===== src/rtl/ifu.sv =====
// Instruction fetch unit: issues one fetch at a time on the imem request
// channel, waits (bounded) for the response, holds the instruction for decode,
// then fetches from the next_pc that decode supplies on consume.
// Faults (bus error, misaligned next_pc, response timeout) park the unit in a
// sticky error state until reset.
//
// Ports:
//   clk, rst           clock, synchronous active-low reset
//   imem_req_*         fetch request channel (valid/ready, 32-bit address)
//   imem_rsp_*         fetch response (valid, 32-bit data, bus error flag)
//   inst_valid/ready   handshake with decode; inst/pc carry the held word
//   next_pc            next fetch address, sampled only on consume
//   fetch_err[_code]   sticky fault flag and 2-bit fault code
module ifu #(
    parameter logic [31:0] RESET_PC = 32'h8000_0000,
    parameter int unsigned TIMEOUT  = 255
) (
    input  logic        clk,
    input  logic        rst,
    output logic        imem_req_valid,
    input  logic        imem_req_ready,
    output logic [31:0] imem_req_addr,
    input  logic        imem_rsp_valid,
    input  logic [31:0] imem_rsp_data,
    input  logic        imem_rsp_err,
    output logic        inst_valid,
    input  logic        inst_ready,
    output logic [31:0] inst,
    output logic [31:0] pc,
    input  logic [31:0] next_pc,
    output logic        fetch_err,
    output logic [1:0]  fetch_err_code
);

    localparam int unsigned XLEN  = 32;
    localparam int unsigned CNT_W = (TIMEOUT < 2) ? 1 : $clog2(TIMEOUT + 1);
    // Count value seen in the last permitted WAIT cycle.
    localparam logic [CNT_W-1:0] CNT_LAST = CNT_W'(TIMEOUT - 1);

    localparam logic [1:0] ERR_NONE    = 2'b00;
    localparam logic [1:0] ERR_BUS     = 2'b01;
    localparam logic [1:0] ERR_ALIGN   = 2'b10;
    localparam logic [1:0] ERR_TIMEOUT = 2'b11;

    typedef enum logic [1:0] {
        S_REQ  = 2'd0,
        S_WAIT = 2'd1,
        S_HOLD = 2'd2,
        S_ERR  = 2'd3
    } state_t;

    state_t            r_state;
    state_t            w_state_nxt;
    logic [XLEN-1:0]   r_pc;
    logic [XLEN-1:0]   w_pc_nxt;
    logic [XLEN-1:0]   r_inst;
    logic [XLEN-1:0]   w_inst_nxt;
    logic [CNT_W-1:0]  r_cnt;
    logic [CNT_W-1:0]  w_cnt_nxt;
    logic [1:0]        r_err_code;
    logic [1:0]        w_err_code_nxt;
    logic              r_req_valid;
    logic              r_inst_valid;
    logic              r_fetch_err;

    // Next-state and datapath update.
    always_comb begin
        w_state_nxt    = r_state;
        w_pc_nxt       = r_pc;
        w_inst_nxt     = r_inst;
        w_cnt_nxt      = r_cnt;
        w_err_code_nxt = r_err_code;
        case (r_state)
            S_REQ: begin
                // r_req_valid is low for one cycle after reset, so no
                // acceptance can happen before the request is actually shown.
                if (r_req_valid && imem_req_ready) begin
                    w_state_nxt = S_WAIT;
                    w_cnt_nxt   = '0;
                end
            end
            S_WAIT: begin
                // A response beats the timeout in the same cycle.
                if (imem_rsp_valid) begin
                    if (imem_rsp_err) begin
                        w_state_nxt    = S_ERR;
                        w_err_code_nxt = ERR_BUS;
                    end else begin
                        w_state_nxt = S_HOLD;
                        w_inst_nxt  = imem_rsp_data;
                    end
                end else if (r_cnt == CNT_LAST) begin
                    w_state_nxt    = S_ERR;
                    w_err_code_nxt = ERR_TIMEOUT;
                end else begin
                    w_cnt_nxt = r_cnt + CNT_W'(1);
                end
            end
            S_HOLD: begin
                if (r_inst_valid && inst_ready) begin
                    if (next_pc[1:0] == 2'b00) begin
                        w_state_nxt = S_REQ;
                        w_pc_nxt    = next_pc;
                    end else begin
                        w_state_nxt    = S_ERR;
                        w_err_code_nxt = ERR_ALIGN;
                    end
                end
            end
            default: begin
                w_state_nxt = S_ERR;
            end
        endcase
    end

    // State and registered outputs; outputs are decoded from the next state.
    always_ff @(posedge clk) begin
        if (!rst) begin
            r_state      <= S_REQ;
            r_pc         <= RESET_PC;
            r_inst       <= '0;
            r_cnt        <= '0;
            r_err_code   <= ERR_NONE;
            r_req_valid  <= 1'b0;
            r_inst_valid <= 1'b0;
            r_fetch_err  <= 1'b0;
        end else begin
            r_state      <= w_state_nxt;
            r_pc         <= w_pc_nxt;
            r_inst       <= w_inst_nxt;
            r_cnt        <= w_cnt_nxt;
            r_err_code   <= w_err_code_nxt;
            r_req_valid  <= (w_state_nxt == S_REQ);
            r_inst_valid <= (w_state_nxt == S_HOLD);
            r_fetch_err  <= (w_state_nxt == S_ERR);
        end
    end

    assign imem_req_valid = r_req_valid;
    assign imem_req_addr  = r_pc;
    assign inst_valid     = r_inst_valid;
    assign inst           = r_inst;
    assign pc             = r_pc;
    assign fetch_err      = r_fetch_err;
    assign fetch_err_code = r_err_code;

endmodule

===== config.mk =====
export PLATFORM = sky130hd
export DESIGN_NAME = ifu
export DESIGN_NICKNAME = d
export VERILOG_FILES = /design/src/rtl/ifu.sv
export SDC_FILE = /design/constraint.sdc
export NUM_CORES = 1
export LEC_CHECK = 0
export ABC_CLOCK_PERIOD_IN_PS = 1730
export BUFFER_PORTS_ARGS = -buffer_cell sky130_fd_sc_hd__buf_2
export CAP_MARGIN = 20
export CORE_UTILIZATION = 41
export DETAILED_ROUTE_END_ITERATION = 10
export GPL_ROUTABILITY_DRIVEN = 0
export PLACE_DENSITY = 0.76
export SLEW_MARGIN = 25
export SYNTH_ARGS = -nofsm -noshare
export SYNTH_HDL_FRONTEND = slang
export SYNTH_SLANG_ARGS = --single-unit

===== constraint.sdc =====
create_clock -name clk -period 1.73 [get_ports clk]
set_clock_uncertainty 0.15 [all_clocks]
set_input_delay 0.2595 -clock clk [delete_from_list [all_inputs] [get_ports clk]]
set_output_delay 0.2595 -clock clk [all_outputs]
set_load 0.01 [all_outputs]

==> results by group <==
Layout
  • Layout cells sized above 1: 0.370
  • Commonest non-fill, non-tap cells in the layout: buf_2 (170), nand2_1 (128), dfxtp_1 (75), a21boi_0 (62), dlygate4sd3_1 (38)
  • Fin nets: 648
  • Area grow syn2layout: 40.2%
  • Commonest non-fill, non-tap cell in the layout: buf_2
  • Antenna diodes: 0

Power
  • Tot Pwr: around 3.6 mW
  • Pwr Density: 755 nW/um2
  • Leakage Power: 2.15 nW
  • Seq pwr share: 0.533
  • Peak VDD IR: 0.000435 V
  • Switching part of the total: 0.261
  • Sw power: between 0.9 and 1 mW
  • Clock Power Share: 0.344
  • Internal power: 2.63 mW
  • Gate power share: 0.123

Synthesis
  • Post-synthesis cell type count: 41
  • Synth Instances: 399
  • Warnings, synthesis: 0
  • Synthesized cell area: 3370 um2
  • Avg Cell Area, Syn: 8.45 um2
  • Ys flop type: dfxtp_1
  • Syn nets: 471
  • Number of synthesized flops with an enable pin: 0
  • Register area share after synthesis: 0.469
  • Ys async rst share: 0
  • #FFs+latches synth: a little under 80

Detailed routing
  • Routed vias/inst: 4.70
  • Drt total wl: 8.34 mm
  • Iter 0 DRT Violations: 47
  • Routed Antenna Nets: 0
  • DRC viols: 0
  • Drt first pass iters: 4
  • Wire length per cell: approximately 12 um
  • Via count: around 3,200

Clock network
  • H-Tree Depth: 3
  • CTS Buffer Depth: 2
  • Clock sink total: 79
  • Worst skew pair latency: 0.34 ns
  • TritonCTS clock tree: done
  • Clock transition at path regs: 0.09 ns
  • Num CTS Buffers: 9
  • Postcts setup bufs: 0
  • Clock root buffer: clkbuf_8

Critical path
  • CP Launch Type: flop
  • CP peak stage delay: 0.53 ns
  • FF-to-FF End: r_cnt[3]
  • Buf+Inv Stages, Crit Path: 0
  • Worst reg2reg path startpoint: r_state[1]
  • CP cell instances: and4bb_4 > nor2_2 > or4_1 > a21oi_2
  • Family with the most delay on the worst path: simple AND/OR/NAND/NOR gates
  • Worst Reg-to-Reg Cells: 4
  • CP max-delay cell: or4_1
  • CP required: 1.85 ns
  • Crit path launch: r_state[1]
  • WP data arrival: 1.79 ns
  • CP Class: reg -> reg
  • CP Capture Type: flop
  • Flop-to-flop setup slack: 0.07 ns
  • Critical-path maximum fanout: 9

Worst hold path
  • Hold path startpoint: next_pc[2]
  • Worst hold path type: in -> reg
  • Hold path depth: 3
  • Hold Path End: imem_req_addr[2]

Floorplanning
  • Initial Util: 0.430
  • Io pins: between 150 and 200
  • Chip Width: 92.7 um
  • Die area: about 8600 um2
  • # rows: 32
  • Die Span Y: 92.7 um
  • Core region area: 7850 um2

Timing
  • RSZ-0062 raised after global routing: no
  • Fin. max-slew vios: 0
  • Finish-stage setup viols: 0
  • Setup tns final: 0 ns
  • Worst Tran Pin Value: between 0.3 and 0.4 ns
  • Worst slew margin: 0.766
  • Final period util: 0.962
  • Worst hold margin: 0.0118 ns
  • F_max: 601 MHz
  • Minimum clock period: 1.66 ns
  • Final hold vios: 0

Run status
  • Outcome: completed

Global routing
  • Initial antenna violation count: 0
  • Largest net degree at the start of global routing: 41
  • First-pass GRT wire length: 13.3 mm
  • Gr usage total: 0.192
  • GRT overflow: 0
  • Vias in the first global route: 3,078

Placed design
  • Final HPWL DP: 5.62 mm
  • Buffers on Ports: 170

Job
  • Max-Cap Viols: 0
==> area by class of cell <==
type                            count  area, um2
Clock inverter                      7       52.6
Timing Repair Buffer              221       1370
Sequential cell                    79       1590
Fill cell                         681       3120
Clock buffer                        9        124
Inverter                            8       30.0
Multi-Input combinational cell    257       1440
Tap cell                          102        128
==> logic make-up after synthesis <==
family | after synthesis | share of synthesized area
and+or+nand+nor | 166 | 0.220
AOI/OAI and AO/OA | 89 | 0.195
DFF | 79 | 0.469
buffers and inverters | 63 | 0.109
adders and majority gates | 2 | 0.00742
==> worst max-delay path by stage <==
| stage | end | cells after the start |
|---|---|---|
| floorplan | r_cnt[2] | 7 |
| global route | r_cnt[3] | 4 |
| detailed placement | r_cnt[3] | 4 |
| global placement | r_cnt[2] | 6 |
| finish | r_cnt[3] | 4 |
| CTS | r_cnt[3] | 4 |
==> Yosys cell counts (2+ instances only) <==
master,n,share of area
ha_1,2,0.0074
nor2_1,4,0.0045
nor4_1,2,0.0037
nand3_1,5,0.0074
and2_1,2,0.0037
buf_4,32,0.071
dfxtp_1,79,0.47
a21oi_1,6,0.0089
a21boi_0,62,0.14
a31o_2,2,0.0052
and3_1,4,0.0074
o21ai_0,6,0.0089
nand2b_1,2,0.0037
clkbuf_1,20,0.022
inv_1,8,0.0089
buf_2,2,0.0030
o31ai_1,3,0.0067
nand2_1,128,0.14
and4_1,2,0.0052
nor3b_2,2,0.0074
nor2b_1,3,0.0056
or4_1,2,0.0045
nand4_1,3,0.0056
==> per-layer routing <==
metal / wire [um] / global-route usage
met2: 4200 / 0.354
met1: 3460 / 0.211
met5: 0 / 0
met4: 188 / 0.0872
met3: 491 / 0.0394
==> power by group through the flow <==
stage	clock [mW]	combinational, mW	sequential [mW]
floorplan	0	0.189	1.95
global placement	0	0.365	1.94
detailed placement	0	0.370	1.94
CTS	1.28	0.438	1.90
global route	1.36	0.480	1.91
finish	1.23	0.440	1.90
==> worst reg2reg max path: stages (launching register included) <==
cell      delay, ns
dfxtp_2        0.35
and4bb_4       0.36
nor2_2         0.09
or4_1          0.53
a21oi_2        0.12
==> flip-flops by register name (all words and copies together) (netlist names) <==
signal	flops
r_state	2
inst_valid	1
fetch_err	1
inst	32
imem_req_addr	32
fetch_err_code	2
r_cnt	8
imem_req_valid	1
==> metrics by stage <==
step / cell area (um2) / util / setup slack (ns) / cells
6_report: 4730 / 0.602 / 0.0655 / 683
5_1_grt: 4730 / 0.602 / 0.00310 / 683
4_1_cts: 4710 / 0.601 / 0.0235 / 683
3_5_place_dp: 4160 / 0.530 / 0.0295 / 629
3_3_place_gp: 4160 / 0.530 / 0.0891 / 629
2_1_floorplan: 3380 / - / 0.0131 / 399
==> repair_timing <==
action,CTS,global route
hold endpoints to repair,38,0
endpoints found under the setup margin,0,8
hold buffers,38,0
resized for setup,0,6
Power figures use the tool's default switching activity.
